### src/rtl/dmem_pkg.sv
// dmem_pkg: shared definitions for the data-memory arbiter.
//   - Access size encodings (SZ_BYTE/SZ_HALF/SZ_WORD, SZ_ILL is rejected).
//   - Requester identifiers (PORT_A = pipeline LSU, PORT_B = debug/loader).
//   - calc_be_err: lane enables plus the error flag for one access.
package dmem_pkg;

    typedef enum logic [1:0] {
        SZ_BYTE = 2'b00,
        SZ_HALF = 2'b01,
        SZ_WORD = 2'b10,
        SZ_ILL  = 2'b11
    } size_e;

    typedef enum logic {
        PORT_A = 1'b0,
        PORT_B = 1'b1
    } port_e;

    typedef struct packed {
        logic [3:0] be;
        logic       err;
    } be_err_t;

    // Byte enables for an access and whether it must be rejected.
    // limit is the first out-of-range byte address.
    function automatic be_err_t calc_be_err(input logic [1:0]  size,
                                            input logic [31:0] addr,
                                            input logic [31:0] limit);
        be_err_t r;
        r.be  = 4'b0000;
        r.err = 1'b0;
        case (size)
            SZ_BYTE: r.be = 4'b0001 << addr[1:0];
            SZ_HALF: begin
                r.be  = addr[1] ? 4'b1100 : 4'b0011;
                r.err = addr[0];
            end
            SZ_WORD: begin
                r.be  = 4'b1111;
                r.err = |addr[1:0];
            end
            default: r.err = 1'b1;
        endcase
        if (addr >= limit) begin
            r.err = 1'b1;
        end
        return r;
    endfunction

endpackage

### src/rtl/dmem_load_align.sv
// dmem_load_align: picks the addressed byte/half/word lane out of a bank
// read word and sign- or zero-extends it to 32 bits. Purely combinational.
//   word_i     in  32  raw word from the bank
//   offset_i   in  2   byte offset of the access (addr[1:0])
//   size_i     in  2   access size encoding
//   unsigned_i in  1   1 = zero-extend, 0 = sign-extend
//   data_o     out 32  right-justified, extended load data
module dmem_load_align
    import dmem_pkg::*;
(
    input  logic [31:0] word_i,
    input  logic [1:0]  offset_i,
    input  logic [1:0]  size_i,
    input  logic        unsigned_i,
    output logic [31:0] data_o
);

    logic [7:0]  byte_v;
    logic [15:0] half_v;

    always_comb begin
        byte_v = word_i[{offset_i, 3'b000} +: 8];
        half_v = offset_i[1] ? word_i[31:16] : word_i[15:0];
        case (size_i)
            SZ_BYTE: data_o = {{24{~unsigned_i & byte_v[7]}}, byte_v};
            SZ_HALF: data_o = {{16{~unsigned_i & half_v[15]}}, half_v};
            default: data_o = word_i;
        endcase
    end

endmodule

### src/rtl/dmem_arbiter.sv
// dmem_arbiter: round-robin arbiter sharing one data-memory bank between
// port A (pipeline load/store unit) and port B (debug/program loader).
// Every accepted request gets exactly one response pulse one cycle later.
//   clk, rst                 clock, synchronous active-high reset
//   {a,b}_req/_we/_addr/_wdata/_size/_unsigned   request fields (held until gnt)
//   {a,b}_gnt                combinational accept for the coming edge
//   {a,b}_rvalid/_rdata/_err response, one cycle after the grant
//   mem_*                    bank controls; all zero when idle or on error
//   mem_read_data            bank read word, valid the cycle after mem_read_en
//
// Handshake: a request is consumed at the rising edge where req && gnt;
// its response appears as a single-cycle rvalid in the following cycle,
// with rdata/err forced to 0 whenever rvalid is low.
module dmem_arbiter
    import dmem_pkg::*;
#(
    parameter int MEM_WORDS = 1024
) (
    input  logic        clk,
    input  logic        rst,

    input  logic        a_req,
    input  logic        a_we,
    input  logic [31:0] a_addr,
    input  logic [31:0] a_wdata,
    input  logic [1:0]  a_size,
    input  logic        a_unsigned,
    output logic        a_gnt,
    output logic        a_rvalid,
    output logic [31:0] a_rdata,
    output logic        a_err,

    input  logic        b_req,
    input  logic        b_we,
    input  logic [31:0] b_addr,
    input  logic [31:0] b_wdata,
    input  logic [1:0]  b_size,
    input  logic        b_unsigned,
    output logic        b_gnt,
    output logic        b_rvalid,
    output logic [31:0] b_rdata,
    output logic        b_err,

    output logic        mem_read_en,
    output logic        mem_write_en,
    output logic [31:0] mem_address,
    output logic [31:0] mem_write_data,
    output logic [3:0]  mem_byte_enable,
    input  logic [31:0] mem_read_data
);

    localparam logic [31:0] ADDR_LIMIT = 32'(4 * MEM_WORDS);

    // Arbitration history and the single in-flight response slot.
    port_e       last_q,     last_d;
    logic        rsp_vld_q,  rsp_vld_d;
    port_e       rsp_port_q, rsp_port_d;
    logic        rsp_load_q, rsp_load_d;
    logic        rsp_err_q,  rsp_err_d;
    logic [1:0]  rsp_off_q,  rsp_off_d;
    logic [1:0]  rsp_size_q, rsp_size_d;
    logic        rsp_uns_q,  rsp_uns_d;

    logic        a_sel, b_sel, any_gnt, access;
    logic        sel_we, sel_uns;
    logic [31:0] sel_addr, sel_wdata;
    logic [1:0]  sel_size;
    be_err_t     chk;
    logic [31:0] aligned;
    logic [31:0] rsp_data;
    logic        rsp_live;

    // Grant selection and bank drive for the current cycle.
    always_comb begin
        // On contention the port that did not win last time goes first.
        a_sel = a_req & (~b_req | (last_q == PORT_B)) & ~rst;
        b_sel = b_req & (~a_req | (last_q == PORT_A)) & ~rst;
        any_gnt = a_sel | b_sel;

        sel_we    = b_sel ? b_we       : a_we;
        sel_addr  = b_sel ? b_addr     : a_addr;
        sel_wdata = b_sel ? b_wdata    : a_wdata;
        sel_size  = b_sel ? b_size     : a_size;
        sel_uns   = b_sel ? b_unsigned : a_unsigned;

        chk    = calc_be_err(sel_size, sel_addr, ADDR_LIMIT);
        // Rejected accesses are consumed but never reach the bank.
        access = any_gnt & ~chk.err;

        mem_read_en     = access & ~sel_we;
        mem_write_en    = access & sel_we;
        mem_address     = access ? sel_addr : 32'd0;
        mem_write_data  = (access & sel_we) ? sel_wdata : 32'd0;
        mem_byte_enable = access ? chk.be : 4'b0000;

        a_gnt = a_sel;
        b_gnt = b_sel;

        last_d = last_q;
        if (a_sel) begin
            last_d = PORT_A;
        end else if (b_sel) begin
            last_d = PORT_B;
        end

        rsp_vld_d  = any_gnt;
        rsp_port_d = b_sel ? PORT_B : PORT_A;
        rsp_load_d = ~sel_we;
        rsp_err_d  = chk.err;
        rsp_off_d  = sel_addr[1:0];
        rsp_size_d = sel_size;
        rsp_uns_d  = sel_uns;
    end

    always_ff @(posedge clk) begin
        if (rst) begin
            last_q     <= PORT_B;
            rsp_vld_q  <= 1'b0;
            rsp_port_q <= PORT_A;
            rsp_load_q <= 1'b0;
            rsp_err_q  <= 1'b0;
            rsp_off_q  <= 2'b00;
            rsp_size_q <= 2'b00;
            rsp_uns_q  <= 1'b0;
        end else begin
            last_q     <= last_d;
            rsp_vld_q  <= rsp_vld_d;
            rsp_port_q <= rsp_port_d;
            rsp_load_q <= rsp_load_d;
            rsp_err_q  <= rsp_err_d;
            rsp_off_q  <= rsp_off_d;
            rsp_size_q <= rsp_size_d;
            rsp_uns_q  <= rsp_uns_d;
        end
    end

    dmem_load_align u_align (
        .word_i     (mem_read_data),
        .offset_i   (rsp_off_q),
        .size_i     (rsp_size_q),
        .unsigned_i (rsp_uns_q),
        .data_o     (aligned)
    );

    // A response captured just before reset asserts must not escape while
    // rst is high, so the slot is masked combinationally as well as cleared.
    always_comb begin
        rsp_live = rsp_vld_q & ~rst;
        rsp_data = (rsp_load_q & ~rsp_err_q) ? aligned : 32'd0;

        a_rvalid = rsp_live & (rsp_port_q == PORT_A);
        b_rvalid = rsp_live & (rsp_port_q == PORT_B);
        a_rdata  = a_rvalid ? rsp_data : 32'd0;
        b_rdata  = b_rvalid ? rsp_data : 32'd0;
        a_err    = a_rvalid & rsp_err_q;
        b_err    = b_rvalid & rsp_err_q;
    end

endmodule

### config.mk
export PLATFORM = sky130hd
export DESIGN_NAME = dmem_arbiter
export DESIGN_NICKNAME = d
export VERILOG_FILES = /design/src/rtl/dmem_pkg.sv /design/src/rtl/dmem_load_align.sv /design/src/rtl/dmem_arbiter.sv
export SDC_FILE = /design/constraint.sdc
export NUM_CORES = 1
export LEC_CHECK = 0
export CAP_MARGIN = 30
export CELL_PAD_IN_SITES_DETAIL_PLACEMENT = 0
export CELL_PAD_IN_SITES_GLOBAL_PLACEMENT = 1
export CORE_MARGIN = 4
export CORE_UTILIZATION = 17
export CTS_CLUSTER_SIZE = 25
export DETAILED_ROUTE_END_ITERATION = 8
export HOLD_SLACK_MARGIN = 0.15
export PLACE_DENSITY_LB_ADDON = 0.1
export SYNTH_ARGS = -nofsm -noshare
export SYNTH_HDL_FRONTEND = slang
export SYNTH_SLANG_ARGS = --single-unit
### constraint.sdc
create_clock -name clk -period 6.6 [get_ports clk]
set_clock_uncertainty 0.15 [all_clocks]
set_input_delay 1.65 -clock clk [delete_from_list [all_inputs] [get_ports clk]]
set_output_delay 1.65 -clock clk [all_outputs]
set_load 0.01 [all_outputs]
**Yosys cells after proc, flatten, opt, wreduce, memory -nomap -nowiden**

Index checks and enable logic that the tools add are counted.

- $lt $le $gt $ge: 1
- Eq/ne operators: 3
- Shift operators: 2
- Mux-type cells: 20
- Bitwise operators: 27
- Reductions and logical operators: 4

Operator list:

| kind | number |
|---|---|
| $mux 32 | 7 |
| $pmux 32 s2 | 1 |
| $ge 32x13->1 const B | 1 |
| $shiftx 32x6->8 | 1 |
| $mux 16 | 1 |
| $and 1x1->1 | 15 |
| $pmux 4 s3 | 1 |
| $not 1->1 | 9 |
| $mux 4 | 2 |
| $mux 1 | 6 |
| $eq 2x1->1 const B | 2 |
| $logic_not 2->1 | 2 |
| $shl 1x2->4 const A | 1 |
| $or 1x1->1 | 3 |
| $pmux 1 s3 | 1 |
| $eq 2x2->1 const B | 1 |
| $mux 2 | 1 |
| $reduce_bool 2->1 | 1 |
| $reduce_or 2->1 | 1 |

- Bits in registers: 10
- Input bits: 172
- Output and inout bits: 140
- Logic and storage cells: 65

**Depth between registers and ports, before layout**

Gate-level depths: netlist of the first run.

- Depth after elaboration: 12
- Gate-level depth with buffers: 7
- Depth with buffers taken out: 6

**Hierarchy**

From an unflattened synthesis of the first run, not the netlist that was laid out.

- Cells, all modules: 425
- Area total of the unflattened synthesis: 2830.2 µm²

By module, submodules not included:

| module | times used | cells an instance | area an instance (µm²) | seq. area each (µm²) |
|---|---|---|---|---|
| dmem_arbiter | 1 | 303 | 2135.8 | 200.2 |
| dmem_load_align | 1 | 122 | 694.4 | 0.0 |

**Worst setup path after synthesis of the first run**

OpenSTA, ideal clock, no wires.

- Path kind: input-to-output
- From: input port b_addr[29]
- To: output port mem_byte_enable[0]
- Arrival: 3050 ps
- Data required time: 4800 ps
- Setup slack: 1750 ps
- Cell stages on the path: 6
- Path buffers: 1
- Cells stage by stage: nor4_1 -> nand4_1 -> nor3_1 -> o21ai_1 -> clkbuf_1 -> nor4_1

- Cells in the longest elaborated chain, start to end: 6

Ends and longest elaborated chain:

| what | RTL line | RTL |
|---|---|---|
| start, declared | dmem_arbiter.sv:35 | `input logic [31:0] b_addr,` |
| $mux 32 | dmem_arbiter.sv:81 | `sel_addr = b_sel ? b_addr : a_addr;` |
| $ge 32x13->1 | dmem_pkg.sv:44 | `if (addr >= limit) begin` |
| $mux 1 | dmem_pkg.sv:44 |  |
| $not 1->1 | dmem_arbiter.sv:88 | `access = any_gnt & ~chk.err;` |
| $and 1x1->1 | dmem_arbiter.sv:88 |  |
| $mux 4 | dmem_arbiter.sv:94 | `mem_byte_enable = access ? chk.be : 4'b0000;` |
| end, declared | dmem_arbiter.sv:48 | `output logic [3:0] mem_byte_enable,` |

No other way between the ends.

**Worst setup path after layout of the first run**

- From: input port a_req
- To: output port mem_write_data[0]

- Cells in the longest elaborated chain, start to end: 12
- Elaborated cells between the ends (all ways): 22
- Those cells by class: order compare (1); eq/ne (2); mux (7); bitwise (10); reduce/logical (2)

Ends and longest elaborated chain:

| what | RTL line | RTL |
|---|---|---|
| start, declared | dmem_arbiter.sv:22 | `input logic a_req,` |
| branches (longest 11 deep; another with $ge 32x13->1) | -- |  |
| $mux 32 (*) | dmem_arbiter.sv:93 | `mem_write_data = (access & sel_we) ? sel_wdata : 32'd0;` |
| end, declared | dmem_arbiter.sv:47 | `output logic [31:0] mem_write_data,` |

Every way passes the cells marked *.

==> metrics.csv, run 1 <==
metric,value,unit
numCtsBuffers,3,
synthMuxAreaShare,22.1,%
firstDrtPassIters,4,
final-hold-violation-count,0,
postCtsResizedCells,0,
ys_seq_area_share,7.75,%
synthSimpleGateAreaFrac,38.9,%
netlist_area,0.00258,sq mm
fp.dieH,131,microns
finalCritPeriodShare,94.8,%
wirelength,15100,microns
drive_above_1_share,5.60,%
clkSlewWorstSetupHoldPaths,0.04,ns
synthXorXnorAreaFrac,0.678,%
setup_violations,0,
yosysTopAreaCell,mux2i_1,
cts_hold_buf,0,
area_growth,119,%
rows,44,
ir_worst_vdd,0.0000657,V
clockBufferDepth,2,
regArea,200,sq um
dieWidth,131,microns
netlist_instances,413,
place_inst,860,
clock_sinks,10,
num_vias,3832,
ys_warn_count,0,
p_total,0.414,mW
multiInputGateArea,0.00210,sq mm
synth_top_area_share,18.6,%
io_pins,312,
cts_tree,yes,
power.density,73.2,mW/mm^2
synth_area_leaders,"mux2i_1 (19%), nor2_1 (10%), nor3_1 (9.5%)",
min_path_cells,2,
worstPathMaxFanout,56,
place_ws,0.313,ns
required,4.80,ns
endpoint_kind,output port,
drv_cap,0,
synth_top_family_by_area,simple AND/OR/NAND/NOR gates,
gp_congestion,0.791,
antenna_found_initial,0,
synth-async-reset-ratio,0,%
diodes,0,
synth-compound-area-share,16.5,%
grt_pass1_wl,22600,microns
final_max_slew_viol_count,0,
grt_remaining_overflow,0,
grt_usage,16.1,%
drtIter0Drc,166,
drc,0,
grt_max_degree,57,
slew_headroom,32.8,%
wl_per_cell,17.5,microns
fin_util,38.5,%
rr_worst_depth,6,
ys_ff_latch,10,
worst_setup_path_start_kind,primary input,
vias_per_cell,4.44,
worstSetupPathType,primary input to output port,
setup_ws,0.342,ns
fillers,1531,
leakagePower,2.21,nW
outcome,"finished, final reports clean",
synth-edff-count,0,
arrival,4.46,ns
dieArea,0.0172,sq mm
grt_pass1_vias,3920,
initial_utilization,17.6,%
worstSkewPairLatency,0.23,ns
ys_dominant_reg_cell,dfxtp_1,
rsz0062_at_grt,false,
fmax,0.160,GHz
hold_class,flip-flop to flip-flop,
cts_root_buf,clkbuf_16,
cts_setup_buffers,0,
instances_no_fill,863,
port_buffers,291,
hold_ws,0.372,ns
final_nets,853,
worst_slew_pin_slew,1.00,ns
placed_cell_area,0.00558,sq mm
htreeDepth,1,
core-area,0.0147,sq mm
tns,0,ns
postSynthAreaPerCell,6.26,sq um
hpwlAfterDp,12900,microns
final_area,0.00565,sq mm
synth_adder_area_share,0,%
antenna_left,0,
synth.distinct_cells,39,
finalCriticalPeriod,6.26,ns
flip-flops by register name, indices dropped and copies added, names as in the netlist:
register / count
rsp_port_q: 1
rsp_load_q: 1
rsp_size_q: 2
rsp_vld_q: 1
last_q: 1
rsp_err_q: 1
rsp_off_q: 2
rsp_uns_q: 1
report_power, final:
group	internal [mW]	switching, mW
combinational	0.139	0.101
clock	0.0781	0.0232
sequential	0.0649	0.00797
total	0.281	0.132
area by class of cell:
type	instances	share of cell area, %
Multi-Input combinational cell	352	37.2
Inverter	13	0.863
Timing Repair Buffer	301	53.0
Clock buffer	3	1.33
Tap cell	184	4.07
Sequential cell	10	3.54
cells in the mapped netlist, drive strengths merged (3+ instances only):
cell type / instances
dfxtp: 10
nor3: 49
nor4: 12
inv: 13
mux2i: 48
nand3b: 5
nor3b: 3
a221o: 7
nand2: 40
o221ai: 7
o211ai: 4
mux2: 8
nor2b: 7
clkbuf: 25
nor2: 81
o21ai: 14
nand2b: 7
a21oi: 23
buf: 32
path summary, 6_finish.rpt:
path                             from                    to  slack, ns
setup / recovery                a_req     mem_write_data[0]       0.34
hold / removal    last_q$_SDFFE_PP1P_   last_q$_SDFFE_PP1P_       0.37
setup reg to reg  last_q$_SDFFE_PP1P_  rsp_err_q$_SDFF_PP0_       4.39
hold reg to reg   last_q$_SDFFE_PP1P_   last_q$_SDFFE_PP1P_       0.37
routing by layer:
metal	routed length (microns)	vias to the layer above	GRT usage [%]
li1	-	1947	-
met1	5830	1725	17.8
met2	8150	148	31.9
met3	935	12	4.01
met4	163	0	1.81
met5	0	-	0
worst max-delay path, cell delays in order:
cell and delay, ns:
clkdlybuf4s50_1 0.49, nand2_1 0.07, nand3b_1 0.20, buf_4 0.72, a31oi_2 0.16, buf_4 0.28
nor3_1 0.27, clkdlybuf4s50_1 0.58
cell families after synthesis:
family | count (synthesis)
compound gates | 63
other cells | 1
mux | 56
flops | 10
buf+inv | 70
simple gates | 211
xor+xnor | 2
cell usage in the layout (no fill, tap or decap), types with 5 or more instances in the layout:
cell type        count
a21oi_1             23
a221o_1              7
inv_1               12
nor4_1              12
nand2b_1             7
clkdlybuf4s50_1    291
dfxtp_1             10
conb_1              20
nand3b_1             5
o221ai_1             7
nor2b_1              7
mux2i_1             48
buf_4                9
nor2_2               9
nor3_1              49
nor2_1              71
o21ai_0             12
mux2_2               8
nand2_1             40
(Power assumes the default switching activity.)
==> run 2, diff against run 1 <==
--- a/config.mk
+++ b/config.mk
@@ -5,6 +5,7 @@
 export SDC_FILE = /design/constraint.sdc
 export NUM_CORES = 1
 export LEC_CHECK = 0
+export ABC_CLOCK_PERIOD_IN_PS = 6600
 export CAP_MARGIN = 30
 export CELL_PAD_IN_SITES_DETAIL_PLACEMENT = 0
 export CELL_PAD_IN_SITES_GLOBAL_PLACEMENT = 1
==> results of run 2 <==
No change in the layout: final DEF, timing and power equal those of run 1.
